[src/rtl/psum_acc_if.sv]
`default_nettype none
// ============================================================================
//  Module      : psum_acc_if
//  Description : Partial-sum beat stream in, per-window result stream out.
//  Revision    : 1.0 - initial release
// ============================================================================
interface psum_acc_if #(
    parameter int DN   = 7,
    parameter int IW   = 18,
    parameter int DW   = 26,
    parameter int CW   = 25,
    parameter int CNTW = 10
);
    // Beat stream from the PE array
    logic [DN*IW-1:0] in_data;
    logic             in_valid;
    logic             in_last;
    logic [CW-1:0]    in_ctrl;
    logic [DN*DW-1:0] bias;
    logic             flush;

    // Window results towards the scale stage
    logic [DN*DW-1:0] s_data;
    logic             s_valid;
    logic [CW-1:0]    s_ctrl;
    logic [DN-1:0]    s_sat;
    logic [CNTW-1:0]  s_beats;
    logic             s_err;

    // Producer side: drives beats, observes results
    modport master (
        output in_data, in_valid, in_last, in_ctrl, bias, flush,
        input  s_data, s_valid, s_ctrl, s_sat, s_beats, s_err
    );

    // Accumulator side: consumes beats, produces results
    modport slave (
        input  in_data, in_valid, in_last, in_ctrl, bias, flush,
        output s_data, s_valid, s_ctrl, s_sat, s_beats, s_err
    );
endinterface
`default_nettype wire

[src/rtl/psum_acc.sv]
`default_nettype none
// ============================================================================
//  Module      : psum_acc
//  Description : Per-channel saturating partial-sum accumulator with bias.
//                Sums DN signed lanes over a window closed by in_last (or by
//                the MAXB beat limit) and emits one result vector per window.
//  Revision    : 1.0 - initial release
// ============================================================================
module psum_acc #(
    parameter int DN   = 7,
    parameter int IW   = 18,
    parameter int DW   = 26,
    parameter int CW   = 25,
    parameter int CNTW = 10
) (
    input  wire        clk,
    input  wire        rst,
    psum_acc_if.slave  bus
);
    localparam logic [0:0]      c_S_IDLE = 1'b0;
    localparam logic [0:0]      c_S_ACC  = 1'b1;
    localparam logic [CNTW-1:0] c_MAXB   = {CNTW{1'b1}};
    localparam logic [CNTW-1:0] c_ONE    = {{(CNTW-1){1'b0}}, 1'b1};
    localparam logic [DW-1:0]   c_MAX    = {1'b0, {(DW-1){1'b1}}};
    localparam logic [DW-1:0]   c_MIN    = {1'b1, {(DW-1){1'b0}}};

    logic [0:0]       r_state;
    logic [DN*DW-1:0] r_acc;
    logic [DN-1:0]    r_sat;
    logic [CNTW-1:0]  r_cnt;
    logic [CW-1:0]    r_ctrl;

    logic [DN*DW-1:0] r_s_data;
    logic             r_s_valid;
    logic [CW-1:0]    r_s_ctrl;
    logic [DN-1:0]    r_s_sat;
    logic [CNTW-1:0]  r_s_beats;
    logic             r_s_err;

    logic             w_first;
    logic             w_beat;
    logic             w_close;
    logic [CNTW-1:0]  w_cnt_next;
    logic [DN*DW-1:0] w_acc_next;
    logic [DN-1:0]    w_sat_hit;
    logic [DN-1:0]    w_sat_next;
    logic [CW-1:0]    w_ctrl_next;

    // Flush takes priority over a coincident beat, so the beat is dropped
    assign w_first     = (r_state == c_S_IDLE);
    assign w_beat      = bus.in_valid & ~bus.flush;
    assign w_cnt_next  = w_first ? c_ONE : (r_cnt + c_ONE);
    assign w_close     = w_beat & (bus.in_last | (w_cnt_next == c_MAXB));
    assign w_sat_next  = w_first ? w_sat_hit : (r_sat | w_sat_hit);
    assign w_ctrl_next = w_first ? bus.in_ctrl : r_ctrl;

    // Per-lane saturating add: first beat seeds from bias, later beats from acc
    for (genvar i = 0; i < DN; i++) begin : g_lane
        logic [DW-1:0] w_base;
        logic [IW-1:0] w_in;
        logic [DW:0]   w_sum;
        logic          w_ovf;

        assign w_base = w_first ? bus.bias[i*DW +: DW] : r_acc[i*DW +: DW];
        assign w_in   = bus.in_data[i*IW +: IW];
        assign w_sum  = {w_base[DW-1], w_base} + {{(DW+1-IW){w_in[IW-1]}}, w_in};
        assign w_ovf  = w_sum[DW] ^ w_sum[DW-1];
        assign w_acc_next[i*DW +: DW] = w_ovf ? (w_sum[DW] ? c_MIN : c_MAX)
                                              : w_sum[DW-1:0];
        assign w_sat_hit[i] = w_ovf;
    end

    // Window FSM, accumulator state and result registers
    always_ff @(posedge clk) begin
        if (rst) begin
            r_state   <= c_S_IDLE;
            r_acc     <= '0;
            r_sat     <= '0;
            r_cnt     <= '0;
            r_ctrl    <= '0;
            r_s_data  <= '0;
            r_s_valid <= 1'b0;
            r_s_ctrl  <= '0;
            r_s_sat   <= '0;
            r_s_beats <= '0;
            r_s_err   <= 1'b0;
        end else begin
            r_s_valid <= 1'b0;
            if (bus.flush) begin
                // Partial window is abandoned; IDLE re-seeds acc from bias
                r_state <= c_S_IDLE;
            end else if (bus.in_valid) begin
                r_acc  <= w_acc_next;
                r_sat  <= w_sat_next;
                r_cnt  <= w_cnt_next;
                r_ctrl <= w_ctrl_next;
                if (w_close) begin
                    r_state   <= c_S_IDLE;
                    r_s_valid <= 1'b1;
                    r_s_data  <= w_acc_next;
                    r_s_ctrl  <= w_ctrl_next;
                    r_s_sat   <= w_sat_next;
                    r_s_beats <= w_cnt_next;
                    r_s_err   <= ~bus.in_last;
                end else begin
                    r_state <= c_S_ACC;
                end
            end
        end
    end

    assign bus.s_data  = r_s_data;
    assign bus.s_valid = r_s_valid;
    assign bus.s_ctrl  = r_s_ctrl;
    assign bus.s_sat   = r_s_sat;
    assign bus.s_beats = r_s_beats;
    assign bus.s_err   = r_s_err;

    // w_beat documents the accept condition; close logic folds it in directly
    logic w_unused;
    assign w_unused = w_beat;
endmodule
`default_nettype wire

[src/flat_wrapper.sv]
// flat-port wrapper written by rule: the top's interface ports become plain ports
module psum_acc_flat 
#(
    parameter int DN   = 7,
    parameter int IW   = 18,
    parameter int DW   = 26,
    parameter int CW   = 25,
    parameter int CNTW = 10
)
  (clk, rst, bus_in_data, bus_in_valid, bus_in_last, bus_in_ctrl, bus_bias, bus_flush, bus_s_data, bus_s_valid, bus_s_ctrl, bus_s_sat, bus_s_beats, bus_s_err);
  psum_acc_if #(.DN(DN), .IW(IW), .DW(DW), .CW(CW), .CNTW(CNTW)) bus_i ();
  input  wire clk;
  input  wire rst;
  input wire logic [$bits(bus_i.in_data)-1:0] bus_in_data;
  input wire logic [$bits(bus_i.in_valid)-1:0] bus_in_valid;
  input wire logic [$bits(bus_i.in_last)-1:0] bus_in_last;
  input wire logic [$bits(bus_i.in_ctrl)-1:0] bus_in_ctrl;
  input wire logic [$bits(bus_i.bias)-1:0] bus_bias;
  input wire logic [$bits(bus_i.flush)-1:0] bus_flush;
  output wire logic [$bits(bus_i.s_data)-1:0] bus_s_data;
  output wire logic [$bits(bus_i.s_valid)-1:0] bus_s_valid;
  output wire logic [$bits(bus_i.s_ctrl)-1:0] bus_s_ctrl;
  output wire logic [$bits(bus_i.s_sat)-1:0] bus_s_sat;
  output wire logic [$bits(bus_i.s_beats)-1:0] bus_s_beats;
  output wire logic [$bits(bus_i.s_err)-1:0] bus_s_err;
  assign bus_i.in_data = bus_in_data;
  assign bus_i.in_valid = bus_in_valid;
  assign bus_i.in_last = bus_in_last;
  assign bus_i.in_ctrl = bus_in_ctrl;
  assign bus_i.bias = bus_bias;
  assign bus_i.flush = bus_flush;
  assign bus_s_data = bus_i.s_data;
  assign bus_s_valid = bus_i.s_valid;
  assign bus_s_ctrl = bus_i.s_ctrl;
  assign bus_s_sat = bus_i.s_sat;
  assign bus_s_beats = bus_i.s_beats;
  assign bus_s_err = bus_i.s_err;
  psum_acc #(.DN(DN), .IW(IW), .DW(DW), .CW(CW), .CNTW(CNTW)) u_core (.clk(clk), .rst(rst), .bus(bus_i));
endmodule
[config.mk]
export PLATFORM = sky130hd
export DESIGN_NAME = psum_acc_flat
export DESIGN_NICKNAME = d
export VERILOG_FILES = /design/src/rtl/psum_acc_if.sv /design/src/rtl/psum_acc.sv /design/src/flat_wrapper.sv
export SDC_FILE = /design/constraint.sdc
export NUM_CORES = 1
export LEC_CHECK = 0
export ABC_AREA = 1
export CORE_ASPECT_RATIO = 0.6
export CORE_MARGIN = 1
export CORE_UTILIZATION = 35
export CTS_CLUSTER_DIAMETER = 80
export CTS_CLUSTER_SIZE = 20
export DETAILED_ROUTE_END_ITERATION = 12
export SLEW_MARGIN = 20
export SYNTH_ARGS = -nofsm -noshare
export SYNTH_HDL_FRONTEND = slang
export SYNTH_SLANG_ARGS = --single-unit
[constraint.sdc]
create_clock -name clk -period 4.85 [get_ports clk]
set_input_delay 1.2125 -clock clk [delete_from_list [all_inputs] [get_ports clk]]
set_output_delay 1.2125 -clock clk [all_outputs]
set_load 0.02 [all_outputs]
---- After elaboration in Yosys (flattened, before gate mapping) ----
Cells that the tools add are included.
cells by class
  add/subtract/negate cells ............... 8
  $mul .................................... 0
  div/mod/pow operators ................... 0
  $lt $le $gt $ge ......................... 0
  equal/unequal tests ..................... 1
  shift-type cells ........................ 0
  muxes and demuxes ....................... 26
  bitwise operators ....................... 14
  reduce and logical (&&, ||, !) cells .... 4
operators by type and width
  cell                   count
  $mux 26                21
  $add 26x18->27         7
  $mux 25                1
  $add 10x1->10 const B  1
  $eq 10x10->1 const B   1
  $mux 10                1
  $mux 7                 1
  $or 7x7->7             1
  $xor 1x1->1            7
  $not 1->1              3
  $reduce_and 3->1       1
  $reduce_or 3->1        1
  $and 1x1->1            2
  $mux 1                 2
  $reduce_and 2->1       1
  $reduce_or 2->1        1
  $or 1x1->1             1
storage, ports and cells
  register bits ........................... 451
  latch bits .............................. 0
  RAM bits ................................ 0
  ROM bits ................................ 0
  input bits .............................. 338
  output and inout bits ................... 226
  word-level logic and storage cells ...... 64
  memories ................................ 0

---- Longest topological paths before layout ----
  depth after elaboration ................. 6
  depth in mapped cells ................... 24

---- Worst setup path after synthesis ----
Ideal clock, no wire load.
  kind .................................... reg2reg
  start point ............................. register u_core.r_state
  end point ............................... register u_core.r_acc[105]
  setup time .............................. 0.109 ns
  arrival time ............................ 3.268 ns
  required time ........................... 4.741 ns
  slack ................................... 1.473 ns
  cell stages (with the launch flop) ...... 22
  path buffers ............................ 5
  clock period less this slack ............ 3.377 ns
  path through ............................ dfxtp_1 inv_2 clkbuf_1 clkbuf_1 clkbuf_1 clkbuf_1 nand2_1 o21ai_0 ha_1 nand2_1 inv_1 a21oi_1 nand3_1 nand2_1 nand3_1 nand2_1 nand2_1 nand2_1 buf_1 nand3_1 nand2_1 inv_1
between the ends
  word-level cells in the longest chain between the ends .. 4
  elaborated cells on any way between the ends .. 5
  those cells by class .................... add/sub (1); mux (3); bitwise (1)
ends and longest elaborated chain
  item                                           line                            RTL
  start: declaration                             psum_acc.sv:27                  logic [0:0] r_state;
  start signal: assignment                       psum_acc.sv:76                  r_state <= c_S_IDLE;
  start signal: assignment                       psum_acc.sv:91                  r_state <= c_S_IDLE;
  start signal: assignment                       psum_acc.sv:98                  r_state <= c_S_IDLE;
  $mux 26 *                                      psum_acc.sv:64                  assign w_base = w_first ? bus.bias[i*DW +: DW] : r_acc[i*DW +: DW];
  $add 26x18->27 *                               psum_acc.sv:66                  assign w_sum = {w_base[DW-1], w_base} + {{(DW+1-IW){w_in[IW-1]}}, w_in};
  $mux 26 / $xor 1x1->1 (equally long branches)  psum_acc.sv:68, psum_acc.sv:67
  $mux 26 *                                      psum_acc.sv:68                  assign w_acc_next[i*DW +: DW] = w_ovf ? (w_sum[DW] ? c_MIN : c_MAX)
  end signal: assignment                         psum_acc.sv:93                  r_acc <= w_acc_next;
  end: declaration                               psum_acc.sv:28                  logic [DN*DW-1:0] r_acc;
Every way passes the cells marked *; elsewhere a longest branch is shown, timed or not.
A chain may end at the register's enable or synchronous reset.

---- Final worst setup path ----
  start point ............................. register u_core.r_state
  end point ............................... register u_core.r_s_data[3], in the netlist u_core.bus.s_data[3]
between the ends
  word-level cells in the longest chain between the ends .. 5
  elaborated cells on any way between the ends .. 10
  those cells by class .................... add/sub (1); eq/ne (1); mux (4); bitwise (3); reduce/logical (1)
ends and longest elaborated chain
  item                                                    line             RTL
  branches (longest 5 deep; another with $add 26x18->27)  n/a
  end signal: assignment                                  psum_acc.sv:100  r_s_data <= w_acc_next;
  end: declaration                                        psum_acc.sv:33   logic [DN*DW-1:0] r_s_data;
Several ways; the timed one is not identified.

==> impl_metrics.py <==
metrics = {
    "timing": {
        "tns_ns": 0,
        "setup_viol": 0,
        "worst_pin_slew_ns": 1.13,
        "slew_violations": 0,
        "period_minus_slack_ns": 4.35,
        "slew-limit-headroom": 0.248,
        "post-route-period-util": 0.897,
        "final_hold_viol_count": 0,
        "hold_slack_ns": 0.458,
        "max_clock_freq_mhz": 230,
        "rsz0062_at_grt": "false",
        "fin_skew_ns": 0.0217,
    },
    "floorplan": {
        "die_height_um": 237,
        "die_area_um2": 93600,
        "fp.coreArea_um2": 90600,
        "io_pins": 564,
        "initial_core_util": 0.357,
        "rows": 85,
        "die_width_um": 394,
    },
    "global_routing": {
        "antenna_found_initial": 3,
        "grt_pass1_wl_um": 198000,
        "gr-usage-all-layers": 0.268,
        "grt_max_degree": 146,
        "grt_overflow": 0,
        "grt_pass1_vias": 32392,
    },
    "placement": {
        "post-dp-hpwl_um": 98200,
        "gp_congestion": 0.986,
        "portBuffers": 563,
    },
    "yosys": {
        "synth_edf_count": 0,
        "yosysSeqAreaShare": 0.279,
        "ys_types": 33,
        "synth_area_um2": 32300,
        "synthTopCellsByArea": "dfxtp_1, nand2_1, nand3_1",
        "synth_top_area_share": 0.279,
        "yosysWarningCount": 0,
        "ys.flop_type": "dfxtp_1",
        "syn_avg_cell_area_um2": 6.07,
        "syn_nets": 5850,
        "synth_area_leader_cell": "dfxtp_1",
        "synthArstFlopShare": 0,
        "ys_ff_latch": 451,
        "synthCells": 5322,
    },
    "cells_and_area": {
        "layout_common_cells": "nand2_1, inv_1, clkdlybuf4s50_1",
        "final_common_cell": "nand2_1",
        "seqCellArea_um2": 9030,
        "nets": 6271,
        "layout-drive-gt1-share": 0.0236,
        "syn_to_final_growth_pct": 23.4,
        "n_fill_cell": 9725,
        "multi_input_area_um2": 19500,
    },
    "route": {
        "vias": 35989,
        "final_antenna_net_count": 0,
        "route.met2.wl_um": 51500,
        "detail_route.wl_per_cell_um": 18.8,
        "drc_errors": 0,
        "vias_per_cell": 5.16,
        "first_iter_violations": 3303,
        "drt_wl_total_um": 131000,
        "top_layer": "met5",
        "wl_met1_um": 68000,
        "first_pass_iters": 6,
        "wl_met3_um": 9400,
    },
    "setup_path": {
        "slowest_delay_ns": 0.54,
        "r2r_setup_slack_ns": 0.50,
        "crit_start": "u_core.r_state",
        "cp_max_fo": 89,
        "endpoint_kind": "flip-flop",
        "crit_required_ns": 5.34,
        "crit_end": "u_core.bus.s_data[3]",
        "crit_arrival_ns": 4.84,
        "slowest_stage": "nand2_1",
        "crit_type": "reg2reg",
        "r2r-end": "u_core.bus.s_data[3]",
        "cp_common_cell": "nand2_1",
        "critPathLaunchType": "flip-flop",
        "reg2reg_depth": 16,
        "crit_chain": "inv_8 -> buf_4 -> nand2_1 -> o21ai_0 -> ha_1 -> nand2_1 -> inv_1 -> a21oi_1 -> nand3_1 -> nand2_1 -> nand3_1 -> nand2_1 -> nand2_1 -> buf_4 -> a21oi_1 -> o21ai_1",
        "rr_startpoint": "u_core.r_state",
    },
    "clocking": {
        "clockBufferDepth": 3,
        "cts_max_level": 1,
        "clk_pin_slew_worst_paths_ns": 0.09,
        "cts-resized-gates": 0,
        "post_cts_buffers": 0,
        "clk_latency_ns": 0.65,
        "cts_tree": "yes",
        "cts.sinks": 451,
        "ctsRootBufferMaster": "clkbuf_16",
        "cts.hold.buffers_added": 0,
        "cts_buffers": 31,
    },
    "power": {
        "power_mw": 11.7,
        "ir_worst_vdd_v": 0.000251,
        "p_switching_mw": 4.81,
        "swShare": 0.412,
        "p_clk_frac": 0.240,
        "power.density_nw_per_um2": 293,
        "intPower_mw": 6.87,
        "power_leakage_nw": 19.4,
        "p_comb_frac": 0.409,
        "seqPwrFrac": 0.351,
    },
    "min_path": {
        "hp-class": "reg2reg",
    },
    "outcome": {
        "outcome": "complete, no violations",
    },
    "run": {
        "maxCapViolCount": 0,
    },
}
==> power groups by stage <==
stage / logic [mW] / registers, mW / clock network (mW)
after floorplan: 2.82 / 4.30 / 0
after global placement: 4.67 / 4.18 / 0
after detailed placement: 4.67 / 4.19 / 0
after CTS: 4.70 / 4.10 / 2.88
after global routing: 5.25 / 4.13 / 3.00
final: 4.77 / 4.10 / 2.80
==> how the worst min path moves through the flow <==
stage / from / to / slack, ns / cells past startpoint
2_1_floorplan: u_core.r_cnt[4] / u_core.r_cnt[4] / 0.47 / 2
5_1_grt: u_core.bus.s_err / u_core.bus.s_err / 0.48 / 2
6_report: u_core.bus.s_err / u_core.bus.s_err / 0.46 / 2
3_3_place_gp: u_core.bus.s_err / u_core.bus.s_err / 0.44 / 2
4_1_cts: u_core.bus.s_err / u_core.bus.s_err / 0.46 / 2
3_5_place_dp: u_core.bus.s_err / u_core.bus.s_err / 0.45 / 2
==> cell families (layout without fill, tap and decap cells) <==
logic type               Yosys count  after routing  share of synthesized area
XOR/XNOR                         118            118                     0.0320
flip-flops                       451            451                      0.279
other                              0              2                          0
buffers and inverters            931           1368                      0.118
AND/OR/NAND/NOR                 2603           2603                      0.331
adder cells (fa/ha/maj)          190            190                     0.0752
AO/OA/AOI/OAI                   1029           1029                      0.165
==> stage by stage <==
stage,area [µm²],cells,utilization,setup WS (ns)
floorplan,32300,5322,-,1.47
global placement,39000,6928,0.430,0.192
detailed placement,39000,6928,0.430,0.144
CTS,39900,6977,0.440,0.613
global route,39900,6979,0.440,0.255
finish,39900,6979,0.440,0.502
==> registers in the layout, summed over array words and instances, names as in the netlist <==
signal / cells
u_core.bus.s_beats: 10
u_core.r_sat: 7
u_core.r_ctrl: 25
u_core.r_state: 1
u_core.bus.s_err: 1
u_core.bus.s_data: 182
u_core.r_cnt: 10
u_core.bus.s_sat: 7
u_core.r_acc: 182
u_core.bus.s_valid: 1
u_core.bus.s_ctrl: 25
==> synth_stat cells, types with 29 or more instances <==
cell / n
a21oi_1: 498
buf_1: 29
buf_2: 50
buf_6: 30
clkbuf_1: 133
dfxtp_1: 451
ha_1: 183
inv_1: 676
nand2_1: 1656
nand3_1: 531
nand4_1: 73
nor2_1: 297
o21ai_0: 401
o21ai_1: 49
o21bai_1: 53
xor2_1: 103
==> area by class of cell <==
cell class	count	area share
Multi-Input combinational cell	3940	0.489
Tap cell	1218	0.0382
Clock buffer	35	0.0201
Sequential cell	451	0.226
Clock inverter	14	0.00354
Inverter	679	0.0645
Timing Repair Buffer	640	0.158
Antenna cell	2	0.000125
==> layer usage <==
metal	vias to the layer above	track usage
li1	17973	-
met1	16704	0.428
met2	1217	0.375
met3	93	0.0394
met4	2	0.0434
met5	-	0
==> worst max-delay path: cells and delay by family (launching register included) <==
kind                     cells  cell delay [ns]
AO/OA/AOI/OAI                4             0.67
AND/OR/NAND/NOR              7             1.47
adder cells (fa/ha/maj)      1             0.33
flip-flops                   1             0.38
buffers and inverters        4             1.28
(Power assumes the default switching activity.)
